===== src/rtl/pll_phase_sequencer.sv =====
// Sequences ALTPLL dynamic-control pins: clkswitch for source changes, then one
// phasestep/phasedone handshake per step until the PLL reaches the requested phase.
module pll_phase_sequencer #(
    parameter int unsigned SCAN_DIV       = 4,
    parameter int unsigned SWITCH_CYCLES  = 8,
    parameter int unsigned SETTLE_CYCLES  = 1024,
    parameter int unsigned TIMEOUT_CYCLES = 4096,
    parameter logic [2:0]  COUNTER_SEL    = 3'b000
) (
    input  logic       clk,
    input  logic       reset,
    input  logic       updatepll,
    input  logic       pll_clk_src,
    input  logic [7:0] pll_clk_phase,
    input  logic       phasedone,
    output logic [2:0] phasecounterselect,
    output logic       phaseupdown,
    output logic       phasestep,
    output logic       scanclk,
    output logic       clkswitch,
    output logic       busy,
    output logic [7:0] current_phase,
    output logic       current_src,
    output logic       timeout_err
);
    localparam int unsigned M1      = (SWITCH_CYCLES > SETTLE_CYCLES) ? SWITCH_CYCLES : SETTLE_CYCLES;
    localparam int unsigned CNT_MAX = (M1 > TIMEOUT_CYCLES) ? M1 : TIMEOUT_CYCLES;
    localparam int unsigned CNT_W   = $clog2(CNT_MAX + 1);
    localparam int unsigned DIV_W   = (SCAN_DIV > 1) ? $clog2(SCAN_DIV) : 1;

    typedef enum logic [2:0] {IDLE, SWITCH, SETTLE, STEP, WAIT_LO, WAIT_HI} state_t;
    typedef struct packed {
        logic       src;
        logic [7:0] phase;
    } pll_req_t;

    state_t           state, state_n;
    pll_req_t         tgt;
    logic             pending, pending_n, accept;
    logic [CNT_W-1:0] cnt, cnt_n;
    logic [DIV_W-1:0] div_cnt, div_n;
    logic             scanclk_n, scanclk_q, lo_seen, lo_seen_n;
    logic [7:0]       phase_n;
    logic             src_n, dir_n, step_n, tmo_n;
    logic [1:0]       pd_sync;
    logic             pd_s, sc_fall, tmo_hit, enter_step, sc_active, sc_active_n;

    assign pd_s               = pd_sync[1];
    assign sc_fall            = scanclk_q & ~scanclk;
    assign tmo_hit            = (cnt == CNT_W'(TIMEOUT_CYCLES - 1));
    assign phasecounterselect = COUNTER_SEL;
    assign clkswitch          = (state == SWITCH);
    assign busy               = (state != IDLE) | pending;

    always_ff @(posedge clk) begin
        if (reset) begin
            state         <= IDLE;
            tgt           <= '0;
            pending       <= 1'b0;
            cnt           <= '0;
            div_cnt       <= '0;
            scanclk       <= 1'b0;
            scanclk_q     <= 1'b0;
            lo_seen       <= 1'b0;
            current_phase <= 8'd0;
            current_src   <= 1'b0;
            phaseupdown   <= 1'b1;
            phasestep     <= 1'b0;
            timeout_err   <= 1'b0;
            pd_sync       <= 2'b11;
        end else begin
            state         <= state_n;
            pending       <= pending_n;
            cnt           <= cnt_n;
            div_cnt       <= div_n;
            scanclk       <= scanclk_n;
            scanclk_q     <= scanclk;
            lo_seen       <= lo_seen_n;
            current_phase <= phase_n;
            current_src   <= src_n;
            phaseupdown   <= dir_n;
            phasestep     <= step_n;
            timeout_err   <= tmo_n;
            pd_sync       <= {pd_sync[0], phasedone};
            if (updatepll) tgt <= '{src: pll_clk_src, phase: pll_clk_phase};
        end
    end

    always_comb begin
        state_n   = state;
        pending_n = pending;
        accept    = 1'b0;
        cnt_n     = cnt + CNT_W'(1);
        lo_seen_n = lo_seen;
        phase_n   = current_phase;
        src_n     = current_src;
        dir_n     = phaseupdown;
        step_n    = phasestep;
        tmo_n     = timeout_err;

        case (state)
            IDLE: begin
                cnt_n = '0;
                if (pending) begin
                    accept = 1'b1;
                    if (tgt.src != current_src)          state_n = SWITCH;
                    else if (tgt.phase != current_phase) state_n = STEP;
                end
            end
            SWITCH: if (cnt == CNT_W'(SWITCH_CYCLES - 1)) begin
                src_n   = ~current_src;
                state_n = SETTLE;
            end
            SETTLE: if (cnt == CNT_W'(SETTLE_CYCLES - 1))
                state_n = (tgt.phase != current_phase) ? STEP : IDLE;
            STEP: if (sc_fall) begin
                step_n  = 1'b1;
                state_n = WAIT_LO;
            end
            WAIT_LO: begin
                // Release phasestep only while scanclk is low, once the PLL has acknowledged.
                if ((lo_seen | ~pd_s) & ~scanclk) begin
                    step_n  = 1'b0;
                    state_n = WAIT_HI;
                end else if (tmo_hit) begin
                    tmo_n     = 1'b1;
                    step_n    = 1'b0;
                    pending_n = 1'b0;
                    state_n   = IDLE;
                end else if (~pd_s) begin
                    lo_seen_n = 1'b1;
                end
            end
            WAIT_HI: begin
                if (pd_s) begin
                    phase_n = phaseupdown ? current_phase + 8'd1 : current_phase - 8'd1;
                    accept  = pending;
                    if (pending && (tgt.src != current_src)) state_n = SWITCH;
                    else if (tgt.phase != phase_n)           state_n = STEP;
                    else                                     state_n = IDLE;
                end else if (tmo_hit) begin
                    tmo_n     = 1'b1;
                    pending_n = 1'b0;
                    state_n   = IDLE;
                end
            end
            default: state_n = IDLE;
        endcase

        if (accept) begin
            pending_n = 1'b0;
            tmo_n     = 1'b0;
        end
        // A strobe in the same cycle as acceptance stays pending for the next boundary.
        if (updatepll) pending_n = 1'b1;

        if (state_n != state) begin
            cnt_n     = '0;
            lo_seen_n = 1'b0;
        end

        enter_step = (state_n == STEP) && (state != STEP);
        if (enter_step) dir_n = (tgt.phase > phase_n);

        sc_active   = (state == STEP) || (state == WAIT_LO) || (state == WAIT_HI);
        sc_active_n = (state_n == STEP) || (state_n == WAIT_LO) || (state_n == WAIT_HI);
        if (enter_step) begin
            div_n     = '0;
            scanclk_n = scanclk;
        end else if (sc_active && sc_active_n) begin
            if (div_cnt == DIV_W'(SCAN_DIV - 1)) begin
                div_n     = '0;
                scanclk_n = ~scanclk;
            end else begin
                div_n     = div_cnt + DIV_W'(1);
                scanclk_n = scanclk;
            end
        end else begin
            div_n     = '0;
            scanclk_n = 1'b0;
        end
    end
endmodule


===== config.mk =====
export PLATFORM = sky130hd
export DESIGN_NAME = pll_phase_sequencer
export DESIGN_NICKNAME = d
export VERILOG_FILES = /design/src/rtl/pll_phase_sequencer.sv
export SDC_FILE = /design/constraint.sdc
export NUM_CORES = 1
export LEC_CHECK = 0
export CORE_MARGIN = 8
export CORE_UTILIZATION = 35
export CTS_BUF_LIST = sky130_fd_sc_hd__clkbuf_4
export CTS_CLUSTER_DIAMETER = 200
export CTS_CLUSTER_SIZE = 20
export DETAILED_ROUTE_END_ITERATION = 7
export DONT_BUFFER_PORTS = 1
export PLACE_DENSITY = 0.54
export SYNTH_ARGS = -nofsm -noshare
export SYNTH_HDL_FRONTEND = slang
export SYNTH_SLANG_ARGS = --single-unit

===== constraint.sdc =====
create_clock -name clk -period 6.5 [get_ports clk]
set_clock_uncertainty 0.1 [all_clocks]
set_input_delay 0.975 -clock clk [delete_from_list [all_inputs] [get_ports clk]]
set_output_delay 0.975 -clock clk [all_outputs]
set_load 0.005 [all_outputs]

**Yosys cells after proc, flatten, opt, wreduce, memory -nomap -nowiden**

Index checks and enable logic that the tools add are counted.
W data, S select, Z words.

- $mul: 0
- Shift operators: 0
- Reductions and logical operators: 22
- Equal/unequal tests: 24
- Divide/modulo/power cells: 0
- Bitwise logic cells: 11
- $lt $le $gt $ge: 1
- $add $sub $neg: 4
- Muxes and demuxes: 35

Operators with widths:

| kind | number |
|---|---|
| $mux W3 | 9 |
| $mux W8 | 3 |
| $pmux W3 S6 | 1 |
| $ne A8 B8 Y1 | 2 |
| $mux W1 | 15 |
| $add A13 B1 Y13 const B | 1 |
| $eq A13 B10 Y1 const B | 1 |
| $eq A13 B12 Y1 const B | 1 |
| $eq A13 B3 Y1 const B | 1 |
| $eq A3 B3 Y1 const B | 4 |
| $eq A3 B2 Y1 const B | 3 |
| $reduce_and A3 Y1 | 3 |
| $add A8 B1 Y8 const B | 1 |
| $gt A8 B8 Y1 | 1 |
| $ne A4 B4 Y1 const B | 2 |
| $pmux W1 S2 | 4 |
| $sub A8 B1 Y8 const B | 1 |
| $not A1 Y1 | 7 |
| $mux W2 | 3 |
| $ne A2 B2 Y1 const B | 3 |
| $logic_or A1 B1 Y1 | 4 |
| $reduce_and A2 Y1 | 2 |
| $reduce_and A4 Y1 | 1 |
| $reduce_bool A2 Y1 | 2 |
| 17 further kinds | 22 |

- Bits in writable memories: 0
- Memories: 0
- Bits in registers: 45
- ROM bits: 0
- Latch bits: 0

**Longest topological paths before layout**

Gate-level depths: netlist (run 1).

- Word-level depth: 13
- Depth in mapped cells: 15
- Depth with buffers taken out: 14

**Worst setup path after synthesis (run 1)**

Ideal clock, no wire load.

- Path type: reg-to-reg
- Start point: register phaseupdown
- End point: register phaseupdown
- Stages on the path, launching flop included: 14
- Period minus slack after synthesis: 3.033 ns
- Required time: 6.280 ns
- Setup time: 0.120 ns
- Path slack: 3.467 ns
- Data arrival time: 2.813 ns
- Cell sequence: dfxtp_1 inv_1 ha_1 a211oi_2 o21ai_0 a221oi_2 xnor2_1 nor2_1 xnor2_1 ha_1 a21oi_1 o21a_1 a211oi_1 a211o_1

- Cells in the longest elaborated chain, start to end: 8
- Elaborated cells on any way between the ends: 11
- Classes of those cells: order compare (1); eq/ne (2); mux (7); reduce/logical (1)

Ends and longest elaborated chain:

| item | RTL line | text |
|---|---|---|
| start, declared | 17 | `output logic phaseupdown,` |
| start signal, assigned | 81 | `phaseupdown <= dir_n;` |
| $mux W8 (*) | 136 | `phase_n = phaseupdown ? current_phase + 8'd1 : current_phase - 8'd1;` |
| $ne A8 B8 Y1 | 139 | `else if (tgt.phase != phase_n) state_n = STEP;` |
| $mux W2 | 139 |  |
| $mux W2 | 138 | `if (pending && (tgt.src != current_src)) state_n = SWITCH;` |
| $mux W3 | 135 | `if (pd_s) begin` |
| $pmux W3 S6 | 101 | `case (state)` |
| $eq A3 B2 Y1 | 162 | `enter_step = (state_n == STEP) && (state != STEP);` |
| $logic_and A1 B1 Y1 | 162 |  |

Mark *: on every way between the ends. The rest lies on a longest branch, timed or not.
A chain may end at the register's enable or synchronous reset.

**Final worst setup path (run 1)**

Same ends and word-level chain as after synthesis.

==> results.py, run 1 <==
metrics = {
    "final_layout": {
        "drive_above_1_share_pct": 5.41,
        "syn_to_final_growth_pct": 4.63,
        "final_common_cell": "nor2_1",
        "nets": 343,
        "fin_area_sq_mm": 0.00286,
        "layout_common_cells": "nor2_1 (55), dfxtp_1 (45), xnor2_1 (24)",
        "diodes": 0,
    },
    "timing": {
        "post-route-min-period_ps": 3570,
        "drv_slew": 0,
        "relSlewSlack_pct": 52.5,
        "setup_viol": 0,
        "worstMarginPinSlew_ps": 695,
        "max_freq_mhz": 280,
        "final.setup.tns_ps": 0,
        "finalHoldViolations": 0,
        "rsz0062_at_grt": "false",
        "finalCritPeriodShare_pct": 55.0,
    },
    "yosys": {
        "async_reset_ff_share_pct": 0,
        "synth-seq-cells": 45,
        "synth_area_sq_mm": 0.00273,
        "ys.flop_type": "dfxtp_1",
        "postSynthCellCount": 316,
        "synth_cell_type_count": 56,
        "seq_area_frac_synth_pct": 33.0,
        "synth-edff-count": 0,
        "syn-mean-instance-area_sq_um": 8.64,
        "yosysWarnings": 0,
    },
    "route": {
        "avgViaCountPerCell": 5.15,
        "vias": 2142,
        "drc": 0,
        "avgRoutedWirePerCell_um": 15.2,
        "drt-initial-drc-count": 140,
        "antenna_left": 0,
        "firstDrtPassIters": 4,
        "routed_wl_mm": 6.33,
    },
    "clocking": {
        "clock-sinks": 45,
        "path_clk_slew_ps": 130,
        "cts_max_level": 2,
        "cts_tree": "built",
        "cts_resized": 0,
        "insertion_delay_ps": 350,
        "cts_setup_buffers": 0,
        "clockBufferDepth": 2,
        "cts_buffers": 5,
        "cts-root-buf": "clkbuf_4",
        "postCtsHoldBufs": 0,
    },
    "critical_path": {
        "startpoint_type": "flop",
        "worstSetupPathType": "reg2reg",
        "path_max_fanout": 6,
        "crit_required_ps": 6660,
        "cp_slowest_cell": "dfxtp_1",
        "cp.arrival_ps": 3730,
        "worstSetupEndpointType": "flop",
        "max_stage_delay_ps": 520,
        "path_cells": "inv_1 > ha_1 > o21ai_0 > o21ai_0 > a221oi_2 > xnor2_1 > nor2_1 > xnor2_1 > ha_1 > a21oi_1 > o21a_1 > a211oi_1 > a211o_1",
    },
    "floorplanning": {
        "rows": 32,
        "die_y_um": 104,
        "core_region_area_sq_mm": 0.00765,
        "ioPinCount": 31,
        "dieArea_sq_mm": 0.0109,
        "die_w_um": 104,
        "initial_utilization_pct": 35.7,
    },
    "outcome": {
        "status": "complete, no violations",
    },
    "pwr": {
        "ir_drop_mv": 0.0917,
        "powerDensity_mw_per_mm2": 183,
        "p_leak_nw": 1.11,
    },
    "global_route": {
        "grt_pass1_wl_mm": 10.6,
        "grt.overflow.total": 0,
        "grt_pass1_vias": 2136,
        "antenna_found_initial": 0,
        "grtUsageTotal_pct": 11.7,
        "grt_max_degree": 30,
    },
    "placed_design": {
        "portBuffers": 0,
        "place.gp.congestion": 0.836,
        "dpl.hpwl_mm": 4.84,
        "postPlaceCellArea_sq_mm": 0.00280,
    },
    "run": {
        "drv_cap": 0,
    },
    "hold_path": {
        "hold_path.class": "reg2reg",
    },
}
power by group:
| part | internal, mW | switching [mW] |
|---|---|---|
| clock network | 0.0412 | 0.0902 |
| registers | 0.283 | 0.0132 |
| logic | 0.0448 | 0.0495 |
cell usage after synthesis, types with 3 or more instances:
master,n,area (sq um)
clkbuf_1,6,22.5
nand2b_1,4,25.0
nand3_1,6,30.0
and2_1,3,18.8
o21ai_0,7,35.0
nor3_1,7,35.0
a31oi_1,3,18.8
a21o_1,6,45.0
xor2_1,10,87.6
and3_1,4,25.0
dfxtp_1,45,901
ha_1,16,200
xnor2_1,24,210
a21oi_1,13,65.1
or2_2,3,18.8
nand4_1,6,37.5
buf_4,3,22.5
inv_1,10,37.5
nor2_1,55,206
o21a_1,7,52.6
mux2i_1,10,100
nor4_1,3,18.8
nand2_1,15,56.3
nor2b_1,9,56.3
metrics by stage:
stage	instances	hold WS, ps	power [mW]	util (%)	worst slack [ps]
2_1_floorplan	318	289	0.383	-	3470
3_3_place_gp	408	295	0.396	36.6	2910
3_5_place_dp	408	298	0.396	36.6	2850
4_1_cts	416	329	0.532	37.4	2830
5_1_grt	416	345	0.556	37.4	2640
6_report	416	326	0.522	37.4	2930
final timing paths:
path,slack [ps],cells after the start,start,endpoint
worst max-delay path,2930,13,phaseupdown,phaseupdown
worst min-delay path,330,1,pd_sync[0],pd_sync[1]
worst max register to register,2930,13,phaseupdown,phaseupdown
worst min register to register,330,1,pd_sync[0],pd_sync[1]
flip-flops by register name, summed over array words and instances, names as in the netlist:
signal / flops
cnt: 13
current_phase: 8
current_src: 1
div_cnt: 2
lo_seen: 1
pd_sync: 2
pending: 1
phasestep: 1
phaseupdown: 1
scanclk: 1
scanclk_q: 1
state: 3
tgt: 9
timeout_err: 1
final cells by class:
type,instances,area (sq um)
sequential,45,901
clock inverter,3,17.5
clock buffer,5,37.5
multi-input combinational,251,1740
inverter,10,37.5
tap,102,128
fill,797,4790
metal layers:
layer	wire [um]	GRT usage, %
met5	0	0
met4	56	3.00
met3	354	3.22
met2	3190	20.8
met1	2730	13.3
worst max-delay path, delay by kind of cell, from the launching register on:
family | cells | cell delay (ps)
adder cells (fa/ha/maj) | 2 | 660
buffers and inverters | 1 | 210
XOR/XNOR | 2 | 390
AO/OA/AOI/OAI | 7 | 1520
flip-flops | 1 | 520
AND/OR/NAND/NOR | 1 | 70
cells by family after synthesis:
logic type / count (synthesis) / synth area share (%)
adders and majority gates: 17 / 8.06
other: 1 / 0.137
DFF: 45 / 33.0
xor gates and xnor gates: 36 / 12.6
buffers and inverters: 22 / 3.71
and+or+nand+nor: 128 / 23.7
AOI/OAI and AO/OA: 57 / 15.2
muxes: 10 / 3.66
(Power assumes the default switching activity.)
==> inputs of run 2 (changes only) <==
==> constraint.sdc (replaced) <==
create_clock -name clk -period 3.7 [get_ports clk]
set_clock_uncertainty 0.1 [all_clocks]
set_input_delay 0.555 -clock clk [delete_from_list [all_inputs] [get_ports clk]]
set_output_delay 0.555 -clock clk [all_outputs]
set_load 0.005 [all_outputs]
==> results.py, run 2 (synthesis gave the netlist of run 1 again) <==
metrics = {
    "floorplanning": {
        "die_y_um": 104,
        "dieArea_sq_mm": 0.0109,
        "ioPinCount": 31,
        "rows": 32,
        "initial_utilization_pct": 35.7,
        "core_region_area_sq_mm": 0.00765,
        "die_w_um": 104,
    },
    "pwr": {
        "p_total_mw": 0.899,
        "powerDensity_mw_per_mm2": 314,
        "p_leak_nw": 1.11,
        "ir_drop_mv": 0.138,
    },
    "critical_path": {
        "crit_required_ps": 3830,
        "worst_r2r_path_depth": 13,
        "worstSetupPathType": "reg2reg",
        "r2r_end": "phaseupdown",
        "rrSetupSlack_ps": 440,
        "timing.rr.start": "phaseupdown",
        "max_stage_delay_ps": 370,
        "cp_slowest_cell": "a221oi_2",
        "cp.arrival_ps": 3400,
        "path_cells": "inv_1 > ha_1 > a211oi_2 > o21ai_0 > a221oi_2 > xnor2_1 > nor2_1 > xnor2_1 > ha_1 > a21oi_1 > o21a_1 > a211oi_1 > a211o_1",
        "path_max_fanout": 6,
        "startpoint_type": "flop",
        "worstSetupEndpointType": "flop",
    },
    "timing": {
        "finalHoldViolations": 0,
        "post-route-min-period_ps": 3260,
        "fin_ws_ps": 438,
        "max_freq_mhz": 307,
        "hold_slack_ps": 184,
        "drv_slew": 0,
        "final.setup.tns_ps": 0,
        "rsz0062_at_grt": "false",
        "finalCritPeriodShare_pct": 88.2,
        "worstMarginPinSlew_ps": 747,
        "relSlewSlack_pct": 48.9,
        "setup_viol": 0,
    },
    "global_route": {
        "grtUsageTotal_pct": 11.3,
        "grt_pass1_vias": 2073,
        "grt.overflow.total": 0,
        "grt_pass1_wl_mm": 10.2,
        "grt_max_degree": 30,
        "antenna_found_initial": 0,
    },
    "clocking": {
        "insertion_delay_ps": 330,
        "cts-root-buf": "clkbuf_4",
        "cts_buffers": 5,
        "cts_resized": 0,
        "cts_setup_buffers": 0,
        "path_clk_slew_ps": 120,
        "cts_max_level": 2,
        "postCtsHoldBufs": 0,
        "clockBufferDepth": 2,
        "clock-sinks": 45,
        "cts_tree": "built",
    },
    "route": {
        "drc": 0,
        "firstDrtPassIters": 4,
        "drt-initial-drc-count": 181,
        "vias": 2068,
        "antenna_left": 0,
        "routed_wl_mm": 6.00,
        "avgRoutedWirePerCell_um": 14.4,
        "avgViaCountPerCell": 4.97,
    },
    "final_layout": {
        "syn_to_final_growth_pct": 4.72,
        "diodes": 0,
        "top_regs": "cnt (13), tgt (9), current_phase (8)",
        "largest_register_ff_count": 13,
        "top_register": "cnt",
        "final_common_cell": "nor2_1",
        "drive_above_1_share_pct": 5.73,
        "layout_common_cells": "nor2_1 (55), dfxtp_1 (45), xnor2_1 (24)",
        "finalNonFillerCells": 416,
        "nets": 345,
    },
    "placed_design": {
        "place.gp.congestion": 0.791,
        "placed_cells": 410,
        "dpl.hpwl_mm": 4.65,
        "dp_worst_setup_slack_ps": 455,
        "portBuffers": 0,
    },
    "outcome": {
        "status": "complete, no violations",
    },
    "run": {
        "drv_cap": 0,
    },
    "hold_path": {
        "whs_path_depth": 1,
        "hold_path.class": "in2reg",
        "min_to": "scanclk_q",
        "min_from": "reset",
    },
}
==> run 2: worst max-delay path, delay by kind of cell, from the launching register on <==
| kind | cells | cell delay, ps |
|---|---|---|
| simple gates | 1 | 70 |
| flops | 1 | 350 |
| compound gates | 7 | 1530 |
| fa+ha+maj | 2 | 610 |
| buf+inv | 1 | 120 |
| xor+xnor | 2 | 370 |
==> run 2: worst max-delay path by stage <==
stage | startpoint | end | slack, ps | cells past startpoint
finish | phaseupdown | phaseupdown | 440 | 13
global route | current_phase[0] | cnt[12] | 190 | 10
CTS | phaseupdown | phaseupdown | 410 | 13
detailed placement | phaseupdown | phaseupdown | 460 | 13
global placement | phaseupdown | phaseupdown | 410 | 13
floorplan | phaseupdown | phaseupdown | 670 | 13
==> run 2: power by group <==
part	switching, mW	internal [mW]	total [mW]
Combinational	0.0941	0.0819	0.176
Sequential	0.0166	0.497	0.514
Clock	0.143	0.0663	0.209
Total	0.253	0.645	0.899
==> run 2: stage by stage <==
step                      instance area, sq um  util, %
after floorplan                           2740        -
after global placement                    2820     36.8
after detailed placement                  2820     36.8
after CTS                                 2860     37.4
after global routing                      2860     37.4
final                                     2860     37.4
==> run 2: layout make-up <==
class / count / area [sq um]
fillers: 798 / 4790
multi-input cells: 251 / 1740
flip-flops and latches: 45 / 901
well taps: 102 / 128
clock buffers: 5 / 37.5
inverters: 10 / 37.5
repair buffers: 2 / 15.0
clock inverters: 1 / 5.00
==> run 2: per-layer routing <==
metal  part of all wire (%)  wire length, um  global-route usage (%)
met2                     48             2860                    19.1
met5                      0                0                       0
met3                    5.0              302                    3.41
met1                     47             2810                    13.5
met4                   0.40               24                    2.90
